### src/rtl/lif_pkg.sv
// Shared constants and types for the time-multiplexed LIF layer.
package lif_pkg;

  localparam int N_STAGES = 5;
  localparam int INPUTS   = 2 ** N_STAGES;
  localparam int IN_BYTES = INPUTS / 8;
  localparam int NEURONS  = 8;
  localparam int OUT_BITS = N_STAGES + 2;

  localparam int CFG_ADDR_W = $clog2(NEURONS * IN_BYTES + 2);
  localparam int IDX_W      = (NEURONS > 1) ? $clog2(NEURONS) : 1;
  localparam int CNT_W      = (IN_BYTES > 1) ? $clog2(IN_BYTES) : 1;

  // Configuration registers sit directly above the weight bytes.
  localparam logic [CFG_ADDR_W-1:0] ADDR_SHIFT = CFG_ADDR_W'(NEURONS * IN_BYTES);
  localparam logic [CFG_ADDR_W-1:0] ADDR_TETA  = CFG_ADDR_W'(NEURONS * IN_BYTES + 1);

  localparam int MINUS_TETA_RST = -5;

  typedef enum logic [1:0] {
    LOAD,
    COMPUTE,
    OUTPUT
  } state_t;

endpackage

### src/rtl/lif_layer_scheduler_state_mem.sv
// Per-neuron storage: weights, membrane potentials and spike history,
// read through a single neuron-index mux feeding the shared core.
module lif_state_mem
  import lif_pkg::*;
(
  input  logic                clk,
  input  logic                reset,
  input  logic                i_w_we,
  input  logic [IDX_W-1:0]    i_w_neuron,
  input  logic [CNT_W-1:0]    i_w_byte,
  input  logic [7:0]          i_w_data,
  input  logic                i_upd_en,
  input  logic [IDX_W-1:0]    i_idx,
  input  logic [OUT_BITS-1:0] i_u_new,
  input  logic                i_spike_new,
  input  logic                i_clr,
  output logic [INPUTS-1:0]   o_w,
  output logic [OUT_BITS-1:0] o_u,
  output logic                o_was_spike
);

  logic [INPUTS-1:0]   r_w   [NEURONS];
  logic [OUT_BITS-1:0] r_u   [NEURONS];
  logic                r_was [NEURONS];

  // Weight bytes written from the configuration port.
  // NOTE: these arrays are small flops, not SRAM, and the layer must start
  // from a known zero state, so every entry is reset explicitly.
  always_ff @(posedge clk or posedge reset) begin
    if (reset) begin
      for (int n = 0; n < NEURONS; n++) r_w[n] <= '0;
    end else if (i_w_we) begin
      r_w[i_w_neuron][8*i_w_byte +: 8] <= i_w_data;
    end
  end

  // Potential and spike history: cleared on request, else updated per neuron.
  always_ff @(posedge clk or posedge reset) begin
    if (reset) begin
      for (int n = 0; n < NEURONS; n++) begin
        r_u[n]   <= '0;
        r_was[n] <= 1'b0;
      end
    end else if (i_clr) begin
      for (int n = 0; n < NEURONS; n++) begin
        r_u[n]   <= '0;
        r_was[n] <= 1'b0;
      end
    end else if (i_upd_en) begin
      r_u[i_idx]   <= i_u_new;
      r_was[i_idx] <= i_spike_new;
    end
  end

  assign o_w         = r_w[i_idx];
  assign o_u         = r_u[i_idx];
  assign o_was_spike = r_was[i_idx];

endmodule

### src/rtl/lif_layer_scheduler.sv
// Layer scheduler: collects one timestep of input bytes, sweeps the shared
// LIF core over every virtual neuron, then offers the spike vector.
module lif_layer_scheduler
  import lif_pkg::*;
(
  input  logic                  clk,
  input  logic                  reset,
  input  logic                  cfg_we,
  input  logic [CFG_ADDR_W-1:0] cfg_addr,
  input  logic [7:0]            cfg_data,
  output logic                  cfg_busy,
  input  logic                  clr_state,
  input  logic                  x_valid,
  input  logic [7:0]            x_data,
  output logic                  x_ready,
  output logic [NEURONS-1:0]    spikes,
  output logic                  spikes_valid,
  input  logic                  spikes_ready,
  output logic [INPUTS-1:0]     core_w,
  output logic [INPUTS-1:0]     core_x,
  output logic [2:0]            core_shift,
  output logic [OUT_BITS-1:0]   core_prev_u,
  output logic [OUT_BITS-1:0]   core_minus_teta,
  output logic                  core_was_spike,
  input  logic [OUT_BITS-1:0]   core_u_out,
  input  logic                  core_spike
);

  localparam logic [CNT_W-1:0] LAST_BYTE   = CNT_W'(IN_BYTES - 1);
  localparam logic [IDX_W-1:0] LAST_NEURON = IDX_W'(NEURONS - 1);

  state_t                r_state;
  state_t                w_state_nxt;
  logic [CNT_W-1:0]      r_byte_cnt;
  logic [IDX_W-1:0]      r_idx;
  logic [INPUTS-1:0]     r_x;
  logic [2:0]            r_shift;
  logic [OUT_BITS-1:0]   r_minus_teta;
  logic [NEURONS-1:0]    r_spikes;

  logic                  w_x_ready;
  logic                  w_busy;
  logic                  w_valid;
  logic                  w_x_acc;
  logic                  w_cfg_ok;
  logic                  w_w_we;
  logic                  w_clr;
  logic                  w_upd_en;
  logic [IDX_W-1:0]      w_w_neuron;
  logic [CNT_W-1:0]      w_w_byte;

  // State register.
  // NOTE: clocked state uses non-blocking assignments so every flop samples
  // pre-edge values regardless of statement order.
  always_ff @(posedge clk or posedge reset) begin
    if (reset) r_state <= LOAD;
    else       r_state <= w_state_nxt;
  end

  // Next-state and handshake decode.
  // NOTE: every output gets a default first so no path leaves one unassigned
  // and no latch is inferred.
  always_comb begin
    w_state_nxt = r_state;
    w_x_ready   = 1'b0;
    w_busy      = 1'b0;
    w_valid     = 1'b0;
    case (r_state)
      LOAD: begin
        w_x_ready = 1'b1;
        if (x_valid && (r_byte_cnt == LAST_BYTE)) w_state_nxt = COMPUTE;
      end
      COMPUTE: begin
        w_busy = 1'b1;
        if (r_idx == LAST_NEURON) w_state_nxt = OUTPUT;
      end
      OUTPUT: begin
        w_valid = 1'b1;
        if (spikes_ready) w_state_nxt = LOAD;
      end
      default: w_state_nxt = LOAD;
    endcase
  end

  assign w_x_acc    = x_valid & w_x_ready;
  assign w_cfg_ok   = cfg_we & ~w_busy;
  assign w_w_we     = w_cfg_ok & (cfg_addr < ADDR_SHIFT);
  assign w_w_neuron = IDX_W'(cfg_addr / CFG_ADDR_W'(IN_BYTES));
  assign w_w_byte   = CNT_W'(cfg_addr % CFG_ADDR_W'(IN_BYTES));
  assign w_clr      = clr_state & (r_state == LOAD);
  assign w_upd_en   = (r_state == COMPUTE);

  // Input shifter, byte counter, neuron index and spike output register.
  always_ff @(posedge clk or posedge reset) begin
    if (reset) begin
      r_byte_cnt <= '0;
      r_idx      <= '0;
      r_x        <= '0;
      r_spikes   <= '0;
    end else begin
      case (r_state)
        LOAD: begin
          if (w_x_acc) begin
            // First byte of a timestep ends up in the MSBs.
            r_x <= (r_x << 8) | INPUTS'(x_data);
            if (r_byte_cnt == LAST_BYTE) begin
              r_byte_cnt <= '0;
              r_idx      <= '0;
            end else begin
              r_byte_cnt <= r_byte_cnt + 1'b1;
            end
          end
        end
        COMPUTE: begin
          r_spikes[r_idx] <= core_spike;
          r_idx           <= (r_idx == LAST_NEURON) ? '0 : r_idx + 1'b1;
        end
        default: ;
      endcase
    end
  end

  // Layer-wide leak shift and threshold registers.
  always_ff @(posedge clk or posedge reset) begin
    if (reset) begin
      r_shift      <= '0;
      r_minus_teta <= OUT_BITS'(MINUS_TETA_RST);
    end else if (w_cfg_ok) begin
      if (cfg_addr == ADDR_SHIFT) r_shift      <= cfg_data[2:0];
      if (cfg_addr == ADDR_TETA)  r_minus_teta <= cfg_data[OUT_BITS-1:0];
    end
  end

  lif_state_mem u_mem (
    .clk         (clk),
    .reset       (reset),
    .i_w_we      (w_w_we),
    .i_w_neuron  (w_w_neuron),
    .i_w_byte    (w_w_byte),
    .i_w_data    (cfg_data),
    .i_upd_en    (w_upd_en),
    .i_idx       (r_idx),
    .i_u_new     (core_u_out),
    .i_spike_new (core_spike),
    .i_clr       (w_clr),
    .o_w         (core_w),
    .o_u         (core_prev_u),
    .o_was_spike (core_was_spike)
  );

  assign x_ready         = w_x_ready;
  assign cfg_busy        = w_busy;
  assign spikes_valid    = w_valid;
  assign spikes          = r_spikes;
  assign core_x          = r_x;
  assign core_shift      = r_shift;
  assign core_minus_teta = r_minus_teta;

endmodule

### config.mk
export PLATFORM = sky130hd
export DESIGN_NAME = lif_layer_scheduler
export DESIGN_NICKNAME = d
export VERILOG_FILES = /design/src/rtl/lif_pkg.sv /design/src/rtl/lif_layer_scheduler_state_mem.sv /design/src/rtl/lif_layer_scheduler.sv
export SDC_FILE = /design/constraint.sdc
export NUM_CORES = 1
export LEC_CHECK = 0
export CAP_MARGIN = 5
export CELL_PAD_IN_SITES_DETAIL_PLACEMENT = 1
export CELL_PAD_IN_SITES_GLOBAL_PLACEMENT = 1
export CORE_MARGIN = 4
export CORE_UTILIZATION = 53
export CTS_CLUSTER_SIZE = 12
export DETAILED_ROUTE_END_ITERATION = 8
export GPL_ROUTABILITY_DRIVEN = 0
export HOLD_SLACK_MARGIN = 0.15
export PLACE_DENSITY_LB_ADDON = 0.1
export SLEW_MARGIN = 20
export SYNTH_ARGS = -nofsm -noshare
export SYNTH_HDL_FRONTEND = slang
export SYNTH_HIERARCHICAL = 1
export SYNTH_SLANG_ARGS = --single-unit
### constraint.sdc
create_clock -name clk -period 14.4 [get_ports clk]
set_input_delay 1.44 -clock clk [delete_from_list [all_inputs] [get_ports clk]]
set_output_delay 1.44 -clock clk [all_outputs]
set_load 0.05 [all_outputs]
# After elaboration in Yosys (flattened, before gate mapping)
# Index checks and enable logic that the tools add are counted.
# word_totals
inputBits,36
out_inout_bits,93
elab_cells,111
register_bits,377
# op_classes
eq_ne,11
n_bitwise,8
reduce_logical,12
n_lt_le_gt_ge,7
shift,2
muxes,37
n_addsub,3
# op_table
op,count
256-bit bitwise mux,1
56-bit 2-to-1 mux,2
32-bit binary-select mux with 3-bit select,1
32-bit demux with 3-bit select,1
32-bit 2-to-1 mux,3
56-bit bitwise mux,1
5-bit negator with 34-bit output,1
"8-bit by 34-bit variable shift with 32-bit output, first input constant",1
8-bit by 34-bit indexed part select with 32-bit output,1
32-bit by 8-bit OR with 32-bit output,1
7-bit binary-select mux with 3-bit select,1
7-bit demux with 3-bit select,1
7-bit 2-to-1 mux,3
8-bit bitwise mux,2
8-bit 2-to-1 mux,2
"6-bit equality test, second input constant",2
3-bit 2-to-1 mux,3
"4-bit >= comparator, second input constant",2
"4-bit by 1-bit < comparator with 1-bit output, second input constant",2
2-bit 2-to-1 mux,4
"2-bit != test, second input constant",4
3-bit inverter with 4-bit output,2
1-bit 2-to-1 mux,7
1-bit demux with 3-bit select,2
other kinds (19),30

# Longest topological paths before layout
# Gate-level depths: netlist of run 1.
# depth
ltp_word,8
ltp_mapped,7
ltp_nobuf,6

# Hierarchy
# The synthesis of run 1 kept the hierarchy.
# modules_own_cells
mod,area_each_um2,cells_per_inst,seq_area_each_um2,n_inst
lif_state_mem,15212.1,1067,8007.7,1
lif_layer_scheduler,2332.2,150,1433.9,1

# Worst setup path before layout of run 1
# No wires, ideal clock.
# synth_path
path_type,register to output
startpoint,register r_idx[2]
endpoint,output core_prev_u[5]
arrival_ps,1887
setup_slack_ps,11073
path_stages_with_launch,6
path_buffers,2
cell_sequence,dfrtp_1 buf_2 buf_2 and2_1 a22oi_1 o211ai_1
# synth_via
elab_chain_len,4
# synth_lines
item,line_no,source
from (decl),lif_layer_scheduler.sv:35,logic [IDX_W-1:0] r_idx;
from (signal assigned),lif_layer_scheduler.sv:116,r_idx <= (r_idx == LAST_NEURON) ? '0 : r_idx + 1'b1;
3-bit inverter with 4-bit output (implied by the code),lif_layer_scheduler_state_mem.sv:56,assign o_u = r_u[i_idx];
7-bit binary-select mux with 3-bit select,lif_layer_scheduler_state_mem.sv:56,
7-bit 2-to-1 mux (implied by the code) (2 in a row),lif_layer_scheduler_state_mem.sv:56,
to (decl),lif_layer_scheduler.sv:22,"output logic [OUT_BITS-1:0] core_prev_u,"
# No other way between the ends. The select of a mux whose other input is x is not followed.

# Worst setup path in the final report of run 1
# layout_path
startpoint,register r_idx[0]
endpoint,output core_w[11]
# layout_via
elab_chain_len,4
# layout_lines
item,line_no,source
3-bit inverter with 4-bit output (implied by the code),lif_layer_scheduler_state_mem.sv:55,assign o_w = r_w[i_idx];
32-bit binary-select mux with 3-bit select,lif_layer_scheduler_state_mem.sv:55,
32-bit 2-to-1 mux (implied by the code) (2 in a row),lif_layer_scheduler_state_mem.sv:55,
to (decl),lif_layer_scheduler.sv:19,"output logic [INPUTS-1:0] core_w,"
# No other way between the ends. The select of a mux whose other input is x is not followed.

==> results.json, run 1 <==
{
  "finalSetupViolCount": 0,
  "cp_max_fo": 54,
  "port_buffers": 128,
  "area_growth_pct": 16.12,
  "clkTransAtPathRegs_ps": 50,
  "fmax_mhz": 183.1,
  "status": "finished clean",
  "clock-root-buffer": "clkbuf_16",
  "setup_tns_ps": 0,
  "p_leak_nw": 9.220,
  "die_y_um": 189.9,
  "drtIter0Drc": 605,
  "hold_violations": 0,
  "vias": 10550,
  "antenna_found_initial": 2,
  "grtUsageTotal": 0.2595,
  "synthArstFlopShare": 1.000,
  "worst-slew-pin-transition_ps": 1060,
  "layout_common_cells": "dfrtp_1, mux2_2, clkdlybuf4s50_1, nand2_1, mux4_2",
  "rows": 66,
  "fin_util": 0.6246,
  "finalMaxSlewViolations": 0,
  "core_area_um2": 32620,
  "synth_area_um2": 17540,
  "min_period_ps": 5462,
  "drt_pre_antenna_iters": 5,
  "power.total_mw": 3.530,
  "switchingPower_mw": 1.257,
  "start_util": 0.5379,
  "power_density_nw_per_um2": 173.3,
  "use_met2": 0.4426,
  "syn-num-nets": 1261,
  "synthFlopType": "dfrtp_1",
  "cts_buffer_depth": 3,
  "power.share.clock": 0.289,
  "ys_seq_elements": 377,
  "cts_hold_buffers": 0,
  "yosysWarnings": 6,
  "vias_per_cell": 5.921,
  "io-pin-count": 129,
  "grt.met3_usage": 0.03284,
  "cts_tree": "built",
  "syn_area_per_cell_um2": 14.42,
  "post_cts_buffers": 0,
  "end_kind": "primary output",
  "maxSlewHeadroom": 0.2832,
  "top_usage_layer": "met2",
  "start_kind": "flop",
  "use_met1": 0.3612,
  "grt_pass1_vias": 12100,
  "layout_commonest_cell": "dfrtp_1",
  "synth_edf_count": 0,
  "layout.nets": 1351,
  "cts_made_buffers": 42,
  "fp.dieW_um": 189.9,
  "overflow": 0,
  "drive_gt1_frac": 0.4078,
  "worstHoldPathType": "reg -> reg",
  "worstPathArrival_ps": 4020,
  "grt_first_pass_wirelength_um": 73030,
  "swShare": 0.3560,
  "maxCapViolCount": 0,
  "grt_max_degree": 103,
  "synth_seq_area_share": 0.5382,
  "ys_types": 55,
  "netlist_instances": 1217,
  "n_fill_cell": 3028,
  "cts_num_sinks": 377,
  "routed_wl_um": 45480,
  "peakVddDrop_mv": 0.1957,
  "htreeDepth": 2,
  "critical_path_class": "reg -> out",
  "cts_resized": 0,
  "routedWlPerCell_um": 25.52,
  "required_ps": 12960,
  "drcViolationCount": 0,
  "rsz0062_at_grt": "no",
  "place_hpwl_um": 28320,
  "skew_ps": 13.54,
  "ant_nets": 0,
  "clock_latency_ps": 540,
  "die-area_um2": 36080,
  "seq_power_share": 0.391,
  "combPwrFrac": 0.320,
  "finalCritPeriodShare": 0.3793,
  "intPower_mw": 2.273
}
==> synthesized netlist by cell type, drive strengths merged, types with 2 or more instances <==
| library cell | instances | area share |
|---|---|---|
| a21oi | 41 | 0.012 |
| nand2 | 87 | 0.019 |
| clkbuf | 43 | 0.0092 |
| nand4 | 2 | 0.00071 |
| nand2b | 7 | 0.0025 |
| nand4bb | 2 | 0.0013 |
| nor2 | 56 | 0.016 |
| or2 | 4 | 0.0014 |
| inv | 7 | 0.0016 |
| dfstp | 6 | 0.0090 |
| mux2i | 26 | 0.015 |
| nor3b | 5 | 0.0024 |
| or4b | 2 | 0.0014 |
| nand4b | 5 | 0.0025 |
| or2b | 3 | 0.0014 |
| a22o | 3 | 0.0015 |
| dfrtp | 371 | 0.53 |
| nand3 | 3 | 0.0011 |
| and2 | 32 | 0.011 |
| mux4 | 78 | 0.10 |
| nand3b | 5 | 0.0021 |
| nor4bb | 4 | 0.0023 |
| nor4b | 2 | 0.0019 |
| buf | 52 | 0.017 |
| ha | 8 | 0.0057 |
| mux2 | 347 | 0.22 |
| and4b | 3 | 0.0017 |
==> kinds of logic after synthesis <==
group                      after synthesis  share of synthesized area
buffers and inverters                  102                    0.02810
and+or+nand+nor                        229                    0.07231
adders and majority gates                8                   0.005706
muxes                                  451                     0.3400
DFF                                    377                     0.5382
AOI/OAI and AO/OA                       50                    0.01569
==> worst max-delay path, cell delays in order, from the launching register on <==
cell,delay (ps)
dfrtp_4,960
buf_4,870
mux4_2,590
mux2_2,320
clkdlybuf4s50_1,720
==> per-stage QoR <==
stage          worst slack (ps)  area (µm²)  instances  hold slack [ps]
2_1_floorplan              4104       17540       1217            472.0
4_1_cts                    8822       20360       1781            503.8
6_report                   8938       20370       1782            501.3
3_5_place_dp               9404       19050       1705            490.5
3_3_place_gp               9454       19050       1705            481.7
5_1_grt                    8700       20370       1782            514.6
==> power groups by stage <==
stage,Clock [mW],Sequential [mW],Combinational (mW)
after floorplan,0,1.52,0.663
after global placement,0,1.39,1.11
after detailed placement,0,1.40,1.14
after CTS,1.04,1.38,1.14
after global routing,1.10,1.41,1.20
final,1.02,1.38,1.13
==> flip-flops by register name (all words and copies together) (netlist names) <==
register and flops:
u_mem/r_u 56, spikes 8, r_idx 3, u_mem/r_was 8, u_mem/r_w 256, core_shift 3
core_x 32, core_minus_teta 7, r_byte_cnt 2, r_state 2
==> final timing paths <==
path / from / endpoint / slack (ps) / depth (start not counted)
min in group asynchronous: reset / u_mem/r_w[174]$_DFFE_PP0P_ / 1480 / 2
max reg2reg: r_idx[1]$_DFFE_PP0P_ / u_mem/r_u[40]$_DFFE_PP0P_ / 10870 / 5
max in group asynchronous: reset / u_mem/r_w[250]$_DFFE_PP0P_ / 10800 / 4
max: r_idx[0]$_DFFE_PP0P_ / core_w[11] / 8940 / 4
min: u_mem/r_w[66]$_DFFE_PP0P_ / u_mem/r_w[66]$_DFFE_PP0P_ / 500 / 1
min reg2reg: u_mem/r_w[66]$_DFFE_PP0P_ / u_mem/r_w[66]$_DFFE_PP0P_ / 500 / 1
==> area by class of cell <==
class,count,area (µm²),share of cell area
diodes,1,2.502,0.0001228
well taps,442,553.0,0.02714
clock inverters,9,51.30,0.002518
flip-flops and latches,377,9450,0.4639
multi-input cells,738,7641,0.3751
inverters,7,36.28,0.001781
clock buffers,67,1256,0.06166
repair buffers,141,1383,0.06786
==> routing by layer <==
layer  routed length (µm)  up-vias
met5                    0        -
met4                  827        0
met3                 1489       62
met2                23280      189
met1                19890     5743
li1                     -     4558
Power figures use the tool's default switching activity.
==> run 2, diff against run 1 <==
- CORE_UTILIZATION: 53 -> 49
- clock period: 14.4 -> 5.6 ns (I/O delays scaled with it)
==> results.json, run 2 (same netlist as run 1, synthesis figures left out) <==
{
  "status": "finished clean",
  "antenna_cells": 0,
  "fin_cells": 1803,
  "slowest_stage": "dfrtp_4",
  "placedCellCount": 1724,
  "drive_gt1_frac": 0.4054,
  "post_cts_buffers": 0,
  "peakVddDrop_mv": 0.5109,
  "critical-path-max-stage-delay_ps": 1090,
  "fin_util": 0.5783,
  "cts_tree": "built",
  "min_period_ps": 4213,
  "drt_pre_antenna_iters": 4,
  "layout.nets": 1352,
  "routed_wl_um": 42340,
  "setup_tns_ps": 0,
  "ant_nets": 0,
  "vias_per_cell": 5.733,
  "vias": 10340,
  "required_ps": 5040,
  "worstPathArrival_ps": 3650,
  "power_density_nw_per_um2": 445.8,
  "cts_resized": 0,
  "rows": 69,
  "finalCritPeriodShare": 0.7524,
  "htreeDepth": 2,
  "drtIter0Drc": 431,
  "layout_common_cells": "dfrtp_1, mux2_2, clkdlybuf4s50_1, nand2_1, mux4_2",
  "place_hpwl_um": 26430,
  "hold_violations": 0,
  "area_growth_pct": 16.97,
  "io-pin-count": 129,
  "grt_first_pass_wirelength_um": 67910,
  "maxSlewHeadroom": 0.2779,
  "layout_commonest_cell": "dfrtp_1",
  "critical_path_class": "reg -> out",
  "cts_buffer_depth": 3,
  "finalSetupViolCount": 0,
  "cts_num_sinks": 377,
  "holdWs_ps": 407.4,
  "rsz0062_at_grt": "no",
  "finalMaxSlewViolations": 0,
  "n_fill_cell": 3379,
  "grt_pass1_vias": 11360,
  "die-area_um2": 38900,
  "skew_ps": 21.64,
  "antenna_found_initial": 3,
  "fp.dieW_um": 197.2,
  "fmax_mhz": 237.3,
  "core_area_um2": 35480,
  "cp_max_fo": 63,
  "grtUsageTotal": 0.2227,
  "regMostFlops": "u_mem/r_w",
  "port_buffers": 128,
  "die_y_um": 197.2,
  "start_util": 0.4944,
  "path_buf_inv": 2,
  "grt_max_degree": 193,
  "crit_family": "buffers and inverters",
  "crit_chain": "buf_12 > mux4_2 > mux2_2 > clkdlybuf4s50_1",
  "clock_latency_ps": 560,
  "start_kind": "flop",
  "p_leak_nw": 9.256,
  "maxCapViolCount": 0,
  "worst-slew-pin-transition_ps": 1079,
  "clkTransAtPathRegs_ps": 60,
  "routedWlPerCell_um": 23.48,
  "largest_reg_flops": 256,
  "worstHoldPathType": "in -> async",
  "drcViolationCount": 0,
  "clock-root-buffer": "clkbuf_16",
  "overflow": 0,
  "end_kind": "primary output",
  "cts_made_buffers": 42,
  "cts_hold_buffers": 0
}
[run 2: cell type report]
class	count	area, µm²	share of cell area
Sequential cell	377	9450	0.4605
Inverter	7	32.53	0.001585
Multi-Input combinational cell	738	7641	0.3724
Timing Repair Buffer	142	1456	0.07097
Clock buffer	73	1289	0.06280
Tap cell	461	576.8	0.02811
Clock inverter	5	75.07	0.003658
[run 2: report_power, final]
part           internal (mW)  switching, mW
Clock                   1.61           1.10
Sequential              3.12          0.425
Combinational           1.21           1.68
[run 2: layer usage]
layer  global-route usage  up-vias  wire length, µm
met5                    0        -               22
met4              0.04417        4              708
met3              0.04725       52             1861
met2               0.3718      165            21190
met1               0.3063     5544            18560
li1                     -     4572                -
[run 2: path summary, 6_finish.rpt]
path | from | endpoint | slack, ps | cells after the start
worst max-delay path | r_idx[1]$_DFFE_PP0P_ | core_w[0] | 1390 | 4
worst min-delay path | reset | r_idx[0]$_DFFE_PP0P_ | 410 | 2
worst max register to register | r_state[0]$_DFFE_PP0P_ | u_mem/r_w[237]$_DFFE_PP0P_ | 2820 | 6
worst min register to register | u_mem/r_w[126]$_DFFE_PP0P_ | u_mem/r_w[126]$_DFFE_PP0P_ | 500 | 1
max in group asynchronous | reset | u_mem/r_w[110]$_DFFE_PP0P_ | 4020 | 4
min in group clk | u_mem/r_w[126]$_DFFE_PP0P_ | u_mem/r_w[126]$_DFFE_PP0P_ | 500 | 1
[run 2: stage by stage]
stage | area, µm² | setup WS [ps] | power [mW]
after floorplan | 17550 | 773.2 | 5.617
after global placement | 19120 | 1984 | 6.454
after detailed placement | 19120 | 1959 | 6.526
after CTS | 20490 | 1330 | 9.279
after global routing | 20520 | 1220 | 9.608
final | 20520 | 1387 | 9.149
